<file path="src/rtl/frame_plotter_if.sv">
`default_nettype none
// ============================================================================
// Module   : frame_plotter_if
// Brief    : Scene-input / pixel-output bundle between the game datapath,
//            the frame plotter and the VGA frame-buffer adapter.
// Revision : 1.0 - initial release
// ============================================================================
interface frame_plotter_if;
    logic       start;
    logic [7:0] dude_x;
    logic [6:0] dude_y;
    logic [7:0] obs_x;
    logic [6:0] obs_gap_y;
    logic [7:0] x;
    logic [6:0] y;
    logic [2:0] colour;
    logic       plot;
    logic       busy;
    logic       done;

    modport slave (
        input  start, dude_x, dude_y, obs_x, obs_gap_y,
        output x, y, colour, plot, busy, done
    );

    modport master (
        output start, dude_x, dude_y, obs_x, obs_gap_y,
        input  x, y, colour, plot, busy, done
    );
endinterface
`default_nettype wire

</file>
<file path="src/rtl/frame_plotter.sv">
`default_nettype none
// ============================================================================
// Module   : frame_plotter
// Brief    : Sweeps the full screen once per start pulse, one pixel per clock,
//            colouring each pixel from a latched snapshot of the scene.
// Revision : 1.0 - initial release
// ============================================================================
module frame_plotter #(
    parameter int         WIDTH      = 160,
    parameter int         HEIGHT     = 120,
    parameter int         DUDE_SIZE  = 4,
    parameter int         OBS_WIDTH  = 8,
    parameter int         GAP_HEIGHT = 32,
    parameter int         WALL_ROWS  = 4,
    parameter logic [2:0] C_BG       = 3'b000,
    parameter logic [2:0] C_WALL     = 3'b111,
    parameter logic [2:0] C_OBS      = 3'b010,
    parameter logic [2:0] C_DUDE     = 3'b100
) (
    input  wire logic       clk,
    input  wire logic       resetn,
    frame_plotter_if.slave  bus
);

    localparam logic [1:0] c_idle   = 2'd0;
    localparam logic [1:0] c_scan   = 2'd1;
    localparam logic [1:0] c_finish = 2'd2;

    localparam logic [7:0] c_x_last      = 8'(WIDTH - 1);
    localparam logic [6:0] c_y_last      = 7'(HEIGHT - 1);
    localparam logic [6:0] c_wall_top    = 7'(WALL_ROWS);
    localparam logic [6:0] c_wall_bot    = 7'(HEIGHT - WALL_ROWS);
    localparam logic [8:0] c_dude_span_x = 9'(DUDE_SIZE - 1);
    localparam logic [7:0] c_dude_span_y = 8'(DUDE_SIZE - 1);
    localparam logic [8:0] c_obs_span    = 9'(OBS_WIDTH - 1);
    localparam logic [7:0] c_gap_span    = 8'(GAP_HEIGHT - 1);

    logic [1:0] r_state;
    logic [7:0] r_cx;
    logic [6:0] r_cy;
    logic [7:0] r_dx;
    logic [6:0] r_dy;
    logic [7:0] r_ox;
    logic [6:0] r_gy;
    logic [7:0] r_x;
    logic [6:0] r_y;
    logic [2:0] r_colour;
    logic       r_plot;
    logic       r_busy;
    logic       r_done;

    // One extra bit on every compare so a sprite's far edge clips at the
    // screen border instead of wrapping round to column/row 0.
    logic [8:0] w_px;
    logic [7:0] w_py;
    logic [8:0] w_dx;
    logic [7:0] w_dy;
    logic [8:0] w_ox;
    logic [7:0] w_gy;
    logic       w_in_dude;
    logic       w_in_gap;
    logic       w_in_obs;
    logic       w_in_wall;
    logic [2:0] w_colour;

    assign w_px = {1'b0, r_cx};
    assign w_py = {1'b0, r_cy};
    assign w_dx = {1'b0, r_dx};
    assign w_dy = {1'b0, r_dy};
    assign w_ox = {1'b0, r_ox};
    assign w_gy = {1'b0, r_gy};

    assign w_in_dude = (w_px >= w_dx) && (w_px <= w_dx + c_dude_span_x) &&
                       (w_py >= w_dy) && (w_py <= w_dy + c_dude_span_y);
    assign w_in_gap  = (w_py >= w_gy) && (w_py <= w_gy + c_gap_span);
    assign w_in_obs  = (w_px >= w_ox) && (w_px <= w_ox + c_obs_span) && !w_in_gap;
    assign w_in_wall = (r_cy < c_wall_top) || (r_cy >= c_wall_bot);

    always_comb begin
        w_colour = C_BG;
        if (w_in_dude) begin
            w_colour = C_DUDE;
        end else if (w_in_obs) begin
            w_colour = C_OBS;
        end else if (w_in_wall) begin
            w_colour = C_WALL;
        end
    end

    always_ff @(posedge clk) begin
        if (!resetn) begin
            r_state  <= c_idle;
            r_cx     <= 8'd0;
            r_cy     <= 7'd0;
            r_dx     <= 8'd0;
            r_dy     <= 7'd0;
            r_ox     <= 8'd0;
            r_gy     <= 7'd0;
            r_x      <= 8'd0;
            r_y      <= 7'd0;
            r_colour <= C_BG;
            r_plot   <= 1'b0;
            r_busy   <= 1'b0;
            r_done   <= 1'b0;
        end else begin
            case (r_state)
                c_idle: begin
                    r_plot <= 1'b0;
                    r_done <= 1'b0;
                    if (bus.start) begin
                        r_dx    <= bus.dude_x;
                        r_dy    <= bus.dude_y;
                        r_ox    <= bus.obs_x;
                        r_gy    <= bus.obs_gap_y;
                        r_cx    <= 8'd0;
                        r_cy    <= 7'd0;
                        r_busy  <= 1'b1;
                        r_state <= c_scan;
                    end
                end
                c_scan: begin
                    r_x      <= r_cx;
                    r_y      <= r_cy;
                    r_colour <= w_colour;
                    r_plot   <= 1'b1;
                    if (r_cx == c_x_last) begin
                        r_cx <= 8'd0;
                        if (r_cy == c_y_last) begin
                            r_state <= c_finish;
                        end else begin
                            r_cy <= r_cy + 7'd1;
                        end
                    end else begin
                        r_cx <= r_cx + 8'd1;
                    end
                end
                c_finish: begin
                    // Stay here through the done cycle so a start raised
                    // alongside done is not taken.
                    r_plot <= 1'b0;
                    if (!r_done) begin
                        r_done <= 1'b1;
                    end else begin
                        r_done  <= 1'b0;
                        r_busy  <= 1'b0;
                        r_state <= c_idle;
                    end
                end
                default: begin
                    r_state <= c_idle;
                end
            endcase
        end
    end

    assign bus.x      = r_x;
    assign bus.y      = r_y;
    assign bus.colour = r_colour;
    assign bus.plot   = r_plot;
    assign bus.busy   = r_busy;
    assign bus.done   = r_done;

endmodule
`default_nettype wire

</file>
<file path="src/flat_wrapper.sv">
// flat-port wrapper written by rule: the top's interface ports become plain ports
module frame_plotter_flat 
#(
    parameter int         WIDTH      = 160,
    parameter int         HEIGHT     = 120,
    parameter int         DUDE_SIZE  = 4,
    parameter int         OBS_WIDTH  = 8,
    parameter int         GAP_HEIGHT = 32,
    parameter int         WALL_ROWS  = 4,
    parameter logic [2:0] C_BG       = 3'b000,
    parameter logic [2:0] C_WALL     = 3'b111,
    parameter logic [2:0] C_OBS      = 3'b010,
    parameter logic [2:0] C_DUDE     = 3'b100
)
  (clk, resetn, bus_start, bus_dude_x, bus_dude_y, bus_obs_x, bus_obs_gap_y, bus_x, bus_y, bus_colour, bus_plot, bus_busy, bus_done);
  frame_plotter_if bus_i ();
  input  wire logic clk;
  input  wire logic resetn;
  input wire logic [$bits(bus_i.start)-1:0] bus_start;
  input wire logic [$bits(bus_i.dude_x)-1:0] bus_dude_x;
  input wire logic [$bits(bus_i.dude_y)-1:0] bus_dude_y;
  input wire logic [$bits(bus_i.obs_x)-1:0] bus_obs_x;
  input wire logic [$bits(bus_i.obs_gap_y)-1:0] bus_obs_gap_y;
  output wire logic [$bits(bus_i.x)-1:0] bus_x;
  output wire logic [$bits(bus_i.y)-1:0] bus_y;
  output wire logic [$bits(bus_i.colour)-1:0] bus_colour;
  output wire logic [$bits(bus_i.plot)-1:0] bus_plot;
  output wire logic [$bits(bus_i.busy)-1:0] bus_busy;
  output wire logic [$bits(bus_i.done)-1:0] bus_done;
  assign bus_i.start = bus_start;
  assign bus_i.dude_x = bus_dude_x;
  assign bus_i.dude_y = bus_dude_y;
  assign bus_i.obs_x = bus_obs_x;
  assign bus_i.obs_gap_y = bus_obs_gap_y;
  assign bus_x = bus_i.x;
  assign bus_y = bus_i.y;
  assign bus_colour = bus_i.colour;
  assign bus_plot = bus_i.plot;
  assign bus_busy = bus_i.busy;
  assign bus_done = bus_i.done;
  frame_plotter #(.WIDTH(WIDTH), .HEIGHT(HEIGHT), .DUDE_SIZE(DUDE_SIZE), .OBS_WIDTH(OBS_WIDTH), .GAP_HEIGHT(GAP_HEIGHT), .WALL_ROWS(WALL_ROWS), .C_BG(C_BG), .C_WALL(C_WALL), .C_OBS(C_OBS), .C_DUDE(C_DUDE)) u_core (.clk(clk), .resetn(resetn), .bus(bus_i));
endmodule
</file>
<file path="config.mk">
export PLATFORM = sky130hd
export DESIGN_NAME = frame_plotter_flat
export DESIGN_NICKNAME = d
export VERILOG_FILES = /design/src/rtl/frame_plotter_if.sv /design/src/rtl/frame_plotter.sv /design/src/flat_wrapper.sv
export SDC_FILE = /design/constraint.sdc
export NUM_CORES = 1
export LEC_CHECK = 0
export ABC_AREA = 1
export CELL_PAD_IN_SITES_DETAIL_PLACEMENT = 1
export CELL_PAD_IN_SITES_GLOBAL_PLACEMENT = 1
export CORE_MARGIN = 2
export CORE_UTILIZATION = 45
export CTS_CLUSTER_DIAMETER = 200
export DETAILED_ROUTE_END_ITERATION = 8
export DONT_BUFFER_PORTS = 1
export PLACE_DENSITY_LB_ADDON = 0.25
export SLEW_MARGIN = 20
export SYNTH_ARGS = -nofsm -noshare
export SYNTH_HDL_FRONTEND = slang
export SYNTH_SLANG_ARGS = --single-unit
</file>
<file path="constraint.sdc">
create_clock -name clk -period 6.27 [get_ports clk]
set_input_delay 0.627 -clock clk [delete_from_list [all_inputs] [get_ports clk]]
set_output_delay 0.627 -clock clk [all_outputs]
set_load 0.1 [all_outputs]
</file>
==> summary.md, run 1 <==
| Metric | Value |
|---|---|
| CTS tree | `built` |
| Drt wl/cell | `16.92 um` |
| Hold Path Class | `in2reg` |
| CP endpoint kind | `flop` |
| Root Driver | `clkbuf_8` |
| DR iter-0 viols | `between 150 and 200` |
| Total power | `~1.4 mW` |
| Die Wd | `approximately 100 um` |
| Worst Clk Skew | `0.008878 ns` |
| Worst Path Max Fanout | `4` |
| Initial antenna violation count | `0` |
| Total power divided by cell area | `302.5 nW/um^2` |
| Layout cells sized above 1 | `between 6 and 7%` |
| Die span in y | `103.6 um` |
| First-pass DRT Iterations | `4` |
| Status | `finished, final reports clean` |
| GR peak layer | `met2` |
| Post_cts resized | `0` |
| Post-synth EDFFs | `0` |
| Period utilisation layout | `slightly above 40%` |
| Post-Layout Cell Count | `between 700 and 800` |
| Type of origin of the critical path | `flop` |
| Final Hold Viols | `0` |
| Hold path depth | `2` |
| Syn Nets | `around 700` |
| Via count | `a little under 4000` |
| Residual DRC | `0` |
| Crit path max-delay cell type | `dfxtp_1` |
| Crit-path max cell delay | `roughly 0.35 ns` |
| Antenna cells | `0` |
| First-pass GRT wire length | `around 21000 um` |
| Fill count | `~1200` |
| Reg2Reg Depth | `15` |
| GR Util met3 | `under 10%` |
| Register area share after synthesis | `between 30% and 40%` |
| Min cycle time layout | `between 2 and 3 ns` |
| Port Buffer Count | `0` |
| CP arrival | `around 2.8 ns` |
| Least-Margin Pin Slew | `1.024 ns` |
| Commonest non-fill, non-tap cell in the layout | `nand2_1` |
| P&R area growth vs syn | `6.441%` |
| Final setup vio count | `0` |
| # clock sinks | `between 60 and 70` |
| Maximum root-to-sink buffer count | `2` |
| M1 GR Usage | `between 30% and 40%` |
| Routed Antenna Nets | `0` |
| Peak supply drop | `0.1805 mV` |
| Mapped Area | `4468 um^2` |
| Inserted Clock Buffers | `9` |
| GRT Overall Usage | `between 20 and 25%` |
| Rel. slew slack | `31.63%` |
| IO Pins | `54` |
| WS Path Type | `reg2reg` |
| Post-CTS setup buffers | `0` |
| Commonest non-fill, non-tap cells in the layout | `89 x nand2_1, 83 x inv_1, 74 x a21oi_1` |
| Final wirelength | `roughly 12000 um` |
| Core ar. | `roughly 9700 um^2` |
| Chain of cells forming the critical path | `inv_1 > ha_1 > nand2_1 > nand4_1 > xor2_1 > ha_1 > nand2_1 > nor4_1 > nor2_1 > a21oi_1 > nand2_1 > nand2_1 > nor2_1 > nor2_1 > nor2_1` |
| Area occupied by multi-input gates | `between 2000 and 3000 um^2` |
| Global Route met2 Usage | `between 40% and 50%` |
| Largest net degree at the start of global routing | `65` |
| Synth area leaders | `dfxtp_1 30%, ha_1 19%, a21oi_1 8.3%` |
| Drt via density | `approximately 5.4` |
| Cell leakage power | `around 2.1 nW` |
| GR Overflow Total | `0` |
| Yosys top cell area share | `between 30% and 40%` |
| GP Congestion | `around 0.91` |
| Register area | `1361 um^2` |
| Unrepaired setup endpoints after global routing | `false` |
| Placed instance count | `between 700 and 800` |
| Clock transition at path regs | `0.08 ns` |
| Final count of pins violating max slew | `0` |
| Cell variety after synth | `36` |
| Ys flop type | `dfxtp_1` |
| Yosys top cell by area | `dfxtp_1` |
| Layout Utilization | `49.11%` |
| DPL Wire Length | `around 9300 um` |
| Synthesized area per cell | `approximately 7.5 um^2` |
| Buf/Inv on CP | `1` |
| Synth Register Bits | `just under 70` |
| Worst-Skew Late Latency | `0.36 ns` |
| Asr flop ratio synth | `0%` |
| Initial core utilization | `between 40% and 50%` |
| Delay-heaviest family, CP | `simple AND/OR/NAND/NOR gates` |
| Final net count | `694` |
| Cts hold-fix bufs | `0` |
| Max frequency | `395.6 MHz` |
| Ys Warns | `0` |
| H-tree Lvls | `3` |
| Vias in the first global route | `about 4300` |
| Cells after Synth | `between 500 and 600` |
| Die ar. | `about 11000 um^2` |
| Max_cap viols | `0` |
| Setup TNS | `0 ns` |
| Stages on the worst setup path | `15` |
| CP required | `between 6 and 7 ns` |
| Num rows | `36` |
## worst register-to-register path, cell delays in order (launching register included)
cell and delay (ns):
dfxtp_1 0.35, inv_1 0.09, ha_1 0.23, nand2_1 0.09, nand4_1 0.15, xor2_1 0.19, ha_1 0.31, nand2_1 0.09
nor4_1 0.31, nor2_1 0.07, a21oi_1 0.14, nand2_1 0.08, nand2_1 0.11, nor2_1 0.07, nor2_1 0.09, nor2_1 0.05
## where the power goes
part           switching (mW)  total (mW)  internal (mW)
Combinational           0.271       0.411          0.140
Clock                   0.193       0.338          0.145
Sequential              0.204       0.690          0.486
## sequential cells by signal (all words and copies together), names as in the netlist
signal and cells:
u_core.bus.done 1, u_core.r_ox 8, u_core.bus.busy 1, u_core.bus.colour 3
u_core.r_dx 8, u_core.r_dy 7, u_core.r_cx 8, u_core.r_gy 7
u_core.r_state 2, u_core.bus.plot 1, u_core.bus.x 8, u_core.bus.y 7
u_core.r_cy 7
## per-layer routing
layer	share of wire (%)	up-vias
met5	0	-
met4	1.6	0
met3	4.2	16
met2	46	62
met1	48	1858
li1	-	2000
## synth_stat cells (all sizes together) (3+ instances only)
master,instances
nand2,95
inv,86
a21oi,74
dfxtp,68
ha,67
o21ai,60
nor2,45
xor2,20
nand3,19
nand4,11
clkbuf,10
nor3,10
a211oi,5
buf,5
a221oi,3
nor4,3
## cell type report
| cell class | count | area share [%] |
|---|---|---|
| clock inverters | 7 | 1.052 |
| clock buffers | 9 | 2.605 |
| inverters | 86 | 6.788 |
| well taps | 133 | 3.499 |
| flip-flops and latches | 68 | 28.62 |
| multi-input cells | 429 | 57.43 |
## cells by family (layout without fill, tap and decap cells)
kind of cell	after synthesis	in the layout	share of synthesized area, %
adders and majority gates	67	67	18.76
and+or+nand+nor	184	184	18.68
buffers and inverters	101	102	8.513
AOI/OAI and AO/OA	156	156	19.27
xor gates and xnor gates	22	22	4.313
DFF	68	68	30.47
## path summary, 6_finish.rpt
check / to / slack (ns) / startpoint
min reg2reg: u_core.r_dy[1]$_SDFFE_PN0P_ / 0.52 / u_core.r_dy[1]$_SDFFE_PN0P_
max reg2reg: u_core.bus.colour[0]$_SDFFE_PN0P_ / 3.74 / u_core.r_ox[0]$_SDFFE_PN0P_
max: u_core.bus.colour[0]$_SDFFE_PN0P_ / 3.74 / u_core.r_ox[0]$_SDFFE_PN0P_
min: u_core.bus.x[4]$_SDFFE_PN0P_ / 0.40 / resetn
## stage by stage
stage	hold WS [ns]	instance area (um^2)	worst slack, ns
3_3_place_gp	0.4999	4577	3.961
4_1_cts	0.3824	4751	3.725
3_5_place_dp	0.5145	4577	3.770
6_report	0.4003	4756	3.742
5_1_grt	0.3911	4756	3.453
2_1_floorplan	0.4727	4468	4.119
Note: power is estimated with default switching activity, not from simulation.
==> inputs of run 2 (changes only) <==
--- a/config.mk
+++ b/config.mk
@@ -5,7 +5,7 @@
 export SDC_FILE = /design/constraint.sdc
 export NUM_CORES = 1
 export LEC_CHECK = 0
-export ABC_AREA = 1
+export ABC_AREA = 0
 export CELL_PAD_IN_SITES_DETAIL_PLACEMENT = 1
 export CELL_PAD_IN_SITES_GLOBAL_PLACEMENT = 1
 export CORE_MARGIN = 2
==> constraint.sdc (replaced) <==
create_clock -name clk -period 2.65 [get_ports clk]
set_input_delay 0.265 -clock clk [delete_from_list [all_inputs] [get_ports clk]]
set_output_delay 0.265 -clock clk [all_outputs]
set_load 0.1 [all_outputs]
==> run 2 against run 1 <==
Against the previous run: first-iteration DRC count fell by 43%; synthesized area fell by 0.34%; setup slack got worse by 3.7 ns; clock skew fell by 0.0010 ns; sequential cell count did not move; clock power rose by 140%; wire length fell by 2.6%; cell count fell by 2.7%; register-to-register slack got worse by 3.7 ns; cell area rose by 6.7%; critical path depth fell by 2.
==> summary.md, run 2 <==
| Metric | Value |
|---|---|
| Routed Antenna Nets | `0` |
| Hold Path Class | `in2reg` |
| Rel. slew slack | `35.35%` |
| Die ar. | `approximately 11000 um^2` |
| Clock transition at path regs | `0.08 ns` |
| Worst-Skew Late Latency | `around 0.37 ns` |
| Initial antenna violation count | `0` |
| CTS tree | `built` |
| Commonest non-fill, non-tap cells in the layout | `113 x nand2_1, 66 x ha_1, 65 x dfxtp_1` |
| CP required | `2.91 ns` |
| Synth top cells by count | `113 x nand2_1, 68 x dfxtp_1, 67 x ha_1, 50 x a21boi_0, 37 x inv_1` |
| Ys flop type | `dfxtp_1` |
| Drt via density | `5.594` |
| Final wirelength | `roughly 12000 um` |
| Total power divided by cell area | `~560 nW/um^2` |
| Commonest non-fill, non-tap cell in the layout | `nand2_1` |
| Yosys top cell by area | `dfxtp_1` |
| Worst Clk Skew | `0.007828 ns` |
| Worst Path Max Fanout | `3` |
| Least-Margin Pin Slew | `0.9684 ns` |
| First-pass GRT wire length | `19310 um` |
| Post-synth EDFFs | `0` |
| Synth Register Bits | `between 60 and 70` |
| Setup TNS | `0 ns` |
| Cell variety after synth | `45` |
| Final Hold Viols | `0` |
| Drt wl/cell | `16.94 um` |
| Max frequency | `a little under 400 MHz` |
| Cells after Synth | `550` |
| Final setup vio count | `0` |
| Peak supply drop | `about 0.29 mV` |
| Largest net degree at the start of global routing | `67` |
| Min cycle time layout | `around 2.6 ns` |
| Core ar. | `roughly 9700 um^2` |
| Die Wd | `between 100 and 150 um` |
| Num rows | `36` |
| Vias in the first global route | `4120` |
| Mapped Area | `between 4000 and 5000 um^2` |
| Port Buffer Count | `0` |
| Placed instance count | `just under 700` |
| Post-Layout Cell Count | `712` |
| Most instantiated library cell after synthesis | `nand2_1` |
| GR Overflow Total | `0` |
| Synthesized area per cell | `8.096 um^2` |
| Fill count | `1184` |
| CP endpoint kind | `flop` |
| Root Driver | `clkbuf_8` |
| Initial core utilization | `a little under half` |
| Period utilisation layout | `a little over nine tenths` |
| DPL Wire Length | `between 8000 and 9000 um` |
| Max_cap viols | `0` |
| Maximum root-to-sink buffer count | `2` |
| Final count of pins violating max slew | `0` |
| Residual DRC | `0` |
| First-pass DRT Iterations | `4` |
| Synth area leaders | `dfxtp_1 31%, ha_1 19%, nand2_1 9.5%` |
| Asr flop ratio synth | `0%` |
| Inserted Clock Buffers | `9` |
| Register area share after synthesis | `between 30% and 40%` |
| Type of origin of the critical path | `flop` |
| Cell leakage power | `2.074 nW` |
| Layout cells sized above 1 | `between 10% and 20%` |
| Antenna cells | `0` |
| Final net count | `674` |
| Status | `finished, final reports clean` |
| GP Congestion | `approximately 0.99` |
| # clock sinks | `68` |
| CP arrival | `about 2.8 ns` |
| GRT Overall Usage | `about a quarter` |
| WS Path Type | `reg2reg` |
| P&R area growth vs syn | `13.99%` |
| Syn Nets | `between 600 and 700` |
| Yosys top cell area share | `a little under a third` |
| Ys Warns | `0` |
| Final Hold Slack | `0.02823 ns` |
| DR iter-0 viols | `93` |
| H-tree Lvls | `3` |
| IO Pins | `54` |
| Via count | `between 3000 and 4000` |
| Die span in y | `103.5 um` |
## run 2: cell types whose count changed in the layout (fill, tap and decap cells not counted), sizes merged, moves of 5 or more
cell	change
a21boi	+51
a21oi	-53
a31oi	+5
and2	+5
and3	+6
buf	+32
inv	-50
nand2	+18
nor2	-25
nor2b	+7
o21ai	-31
xnor2	+18
xor2	-15
## run 2: layout make-up
type | count | area (um^2) | share of cell area, %
clock inverter | 6 | 40.04 | 0.7888
sequential | 68 | 1365 | 26.89
clock buffer | 10 | 137.6 | 2.711
inverter | 38 | 142.6 | 2.810
timing repair buffer | 32 | 240.2 | 4.733
tap | 133 | 166.4 | 3.278
multi-input combinational | 425 | 2984 | 58.79
## run 2: power by group
| group | internal, mW | switching, mW | total [mW] | leakage (nW) |
|---|---|---|---|---|
| Clock | 0.363 | 0.438 | 0.801 | 0.0920 |
| Sequential | 1.09 | 0.0842 | 1.18 | 0.555 |
| Combinational | 0.314 | 0.560 | 0.874 | 1.43 |
| Total | 1.77 | 1.08 | 2.85 | 2.07 |
## run 2: timing repair
| item | in CTS | in global routing |
|---|---|---|
| resized for setup | 4 | 20 |
| pin swaps | 0 | 5 |
| setup buffers | 0 | 2 |
| setup endpoints to repair | 2 | 3 |
| hold buffers | 0 | 0 |
## run 2: metrics by stage
| stage | setup slack (ns) | util [%] | total power [mW] | instance area, um^2 |
|---|---|---|---|---|
| finish | 0.08116 | 52.42 | 2.853 | 5076 |
| global route | -0.07096 | 52.42 | 3.025 | 5076 |
| CTS | 0.06101 | 51.29 | 2.858 | 4967 |
| detailed placement | -0.05804 | 49.29 | 2.041 | 4773 |
| global placement | 0.1308 | 49.29 | 2.000 | 4773 |
| floorplan | 0.2725 | - | 1.820 | 4453 |
## run 2: kinds of logic (layout without fill, tap and decap cells)
logic type | Yosys count | count (layout) | synth area share (%)
buffers and inverters | 57 | 86 | 4.805
adder cells (fa/ha/maj) | 67 | 67 | 18.83
AO/OA/AOI/OAI | 139 | 139 | 21.47
XOR/XNOR | 25 | 25 | 4.917
AND/OR/NAND/NOR | 194 | 194 | 19.42
flip-flops | 68 | 68 | 30.57
## run 2: worst max-delay path, stage by stage (launching register included)
cell	delay [ns]
dfxtp_2	0.35
inv_1	0.07
ha_2	0.20
nor3_4	0.22
nand3_2	0.12
xnor2_2	0.17
ha_1	0.31
nand4_1	0.14
a21oi_1	0.08
nor3_2	0.21
o32ai_2	0.11
nand2_1	0.10
o311ai_2	0.13
a41o_1	0.27
## run 2: metal layers
layer | vias to the layer above | share of wire, % | global-route usage (%)
li1 | 1958 | - | -
met1 | 1955 | 42 | 24.98
met2 | 48 | 53 | 44.67
met3 | 22 | 2.8 | 4.570
met4 | 0 | 2.7 | 9.615
met5 | - | 0 | 0
## run 2: final timing paths
kind	cells after the start	slack [ns]	startpoint	endpoint
worst max register to register	13	0.08	u_core.r_dy[1]$_SDFFE_PN0P_	u_core.bus.colour[0]$_SDFFE_PN0P_
worst min-delay path	1	0.03	resetn	u_core.bus.busy$_SDFFE_PN0P_
worst max-delay path	13	0.08	u_core.r_dy[1]$_SDFFE_PN0P_	u_core.bus.colour[0]$_SDFFE_PN0P_
worst min register to register	2	0.46	u_core.bus.y[4]$_SDFFE_PN0P_	u_core.bus.y[4]$_SDFFE_PN0P_
==> inputs of run 3 (changes only) <==
--- a/config.mk
+++ b/config.mk
@@ -5,7 +5,7 @@
 export SDC_FILE = /design/constraint.sdc
 export NUM_CORES = 1
 export LEC_CHECK = 0
-export ABC_AREA = 0
+export ABC_AREA = 1
 export CELL_PAD_IN_SITES_DETAIL_PLACEMENT = 1
 export CELL_PAD_IN_SITES_GLOBAL_PLACEMENT = 1
 export CORE_MARGIN = 2
==> run 3 against run 2 <==
Against the previous run: clock-buffer cell count up 2; core utilization down 1.9 points; register-to-register slack better by 0.10 ns; worst hold slack better by 0.016 ns; critical path depth increased by 6; via count rose by 2.6%; die area rose by 0.33%; first-iteration DRC count increased by 14%; sequential cell count stayed put; sequential share of layout area increased by 0.96 points; cell count increased by 4.6%; clock power rose by 11%.
==> summary.md, run 3 (synthesized netlist as in run 1, its figures left out) <==
| Metric | Value |
|---|---|
| CP arrival | `~2.7 ns` |
| Final Hold Viols | `0` |
| Root Driver | `clkbuf_8` |
| Period utilisation layout | `92.98%` |
| GRT Overall Usage | `roughly a quarter` |
| Total power divided by cell area | `approximately 730 nW/um^2` |
| Worst slack at placement | `around 0.2 ns` |
| Routed Antenna Nets | `0` |
| Max frequency | `just over 400 MHz` |
| Worst Clk Skew | `~0.010 ns` |
| Worst-Skew Late Latency | `around 0.35 ns` |
| Status | `finished, final reports clean` |
| Commonest non-fill, non-tap cells in the layout | `89 x nand2_1, 83 x inv_1, 73 x a21oi_1` |
| DR iter-0 viols | `~110` |
| Worst Slack Setup Final | `about 0.19 ns` |
| First-pass DRT Iterations | `4` |
| Commonest non-fill, non-tap cell in the layout | `nand2_1` |
| Drt via density | `5.485` |
| # clock sinks | `68` |
| Die ar. | `10740 um^2` |
| Fill count | `approximately 1300` |
| Inserted Clock Buffers | `9` |
| Via count | `approximately 4100` |
| H-tree Lvls | `3` |
| Largest net degree at the start of global routing | `52` |
| Drt wl/cell | `~18 um` |
| Final net count | `slightly above 700` |
| Clock transition at path regs | `0.08 ns` |
| Least-Margin Pin Slew | `0.9776 ns` |
| P&R area growth vs syn | `9.409%` |
| Min cycle time layout | `roughly 2.5 ns` |
| Layout Utilization | `between 50% and 60%` |
| Reg2reg setup slack | `between 0.15 and 0.2 ns` |
| Num rows | `36` |
| Hold Path Class | `in2reg` |
| Cell leakage power | `~2.2 nW` |
| Die span in y | `slightly above 100 um` |
| GP Congestion | `roughly 0.92` |
| IO Pins | `54` |
| Port Buffer Count | `0` |
| Layout cells sized above 1 | `about 8.7%` |
| Residual DRC | `0` |
| DPL Wire Length | `roughly 9700 um` |
| Type of origin of the critical path | `flop` |
| GR Overflow Total | `0` |
| Register area | `1361 um^2` |
| Die Wd | `slightly above 100 um` |
| Antenna cells | `0` |
| Initial core utilization | `between 40% and 50%` |
| Final wirelength | `around 13000 um` |
| CP required | `2.87 ns` |
| Maximum root-to-sink buffer count | `2` |
| Max_cap viols | `0` |
| Rel. slew slack | `roughly a third` |
| Vias in the first global route | `roughly 4400` |
| Peak supply drop | `between 0.4 and 0.5 mV` |
| Chain of cells forming the critical path | `inv_1 > ha_2 > nor3_2 > nand2_1 > nor2_2 > xor2_1 > ha_1 > nand2_1 > inv_1 > nand2_1 > nand2_1 > nand2_1 > nand2_1 > nand2_1 > nand3_1 > nand2_1 > inv_1 > nand2_1 > a21oi_1` |
| Core ar. | `between 9000 and 10000 um^2` |
| Worst Path Max Fanout | `4` |
| Final count of pins violating max slew | `0` |
| CTS tree | `built` |
| Crit path max-delay cell type | `dfxtp_1` |
| Cts hold-fix bufs | `0` |
| First-pass GRT wire length | `21420 um` |
| Crit path top cell by count | `nand2_1` |
| Final setup vio count | `0` |
| Crit-path max cell delay | `between 0.3 and 0.4 ns` |
| CP endpoint kind | `flop` |
| WS Path Type | `reg2reg` |
| Initial antenna violation count | `0` |
| Area occupied by multi-input gates | `~2700 um^2` |
run 3: layout make-up:
type	instances	share of cell area, %
Sequential cell	68	27.85
Tap cell	133	3.404
Inverter	86	6.604
Timing Repair Buffer	13	1.996
Clock buffer	12	2.969
Clock inverter	4	0.9982
Multi-Input combinational cell	429	56.18
run 3: layer usage:
layer  track usage [%]  wire length (um)  vias to the layer above
met4             5.792               171                        0
met2             42.62              6260                       70
met1             30.77              6003                     1978
met5                 0                 0                        -
met3             6.545               622                       13
li1                  -                 -                     2025
run 3: timing repair:
| action | in CTS | in global routing |
|---|---|---|
| gates resized for setup | 0 | 6 |
| endpoints found under the setup margin | 0 | 3 |
| setup buffers | 0 | 2 |
run 3: worst max-delay path, delay by kind of cell (launching register included):
family | cells | cell delay [ns]
and+or+nand+nor | 12 | 1.08
AOI/OAI and AO/OA | 1 | 0.05
adders and majority gates | 2 | 0.48
buffers and inverters | 3 | 0.21
xor gates and xnor gates | 1 | 0.17
DFF | 1 | 0.34
run 3: power by group:
group	switching, mW	total, mW	leakage (nW)	internal (mW)
Clock	0.425	0.886	0.100	0.460
Sequential	0.310	1.46	0.559	1.15
Combinational	0.834	1.20	1.52	0.367
Total	1.57	3.55	2.18	1.98
run 3: through the flow:
stage	cell area, um^2	power, mW	TNS, ns	cells	hold WS, ns
after floorplan	4468	2.352	0	598	0.4562
after global placement	4659	2.589	0	727	0.4079
after detailed placement	4659	2.653	0	727	0.4113
after CTS	4853	3.549	0	743	0.03567
after global routing	4888	3.769	-0.1024	745	0.01846
final	4888	3.548	0	745	0.04454
run 3: worst paths after layout:
check / start / end / depth (start not counted)
worst max register to register: u_core.r_dx[0]$_SDFFE_PN0P_ / u_core.bus.colour[1]$_SDFFE_PN0P_ / 19
worst min register to register: u_core.r_gy[6]$_SDFFE_PN0P_ / u_core.r_gy[6]$_SDFFE_PN0P_ / 2
worst max-delay path: u_core.r_dx[0]$_SDFFE_PN0P_ / u_core.bus.colour[1]$_SDFFE_PN0P_ / 19
worst min-delay path: resetn / u_core.bus.y[4]$_SDFFE_PN0P_ / 2
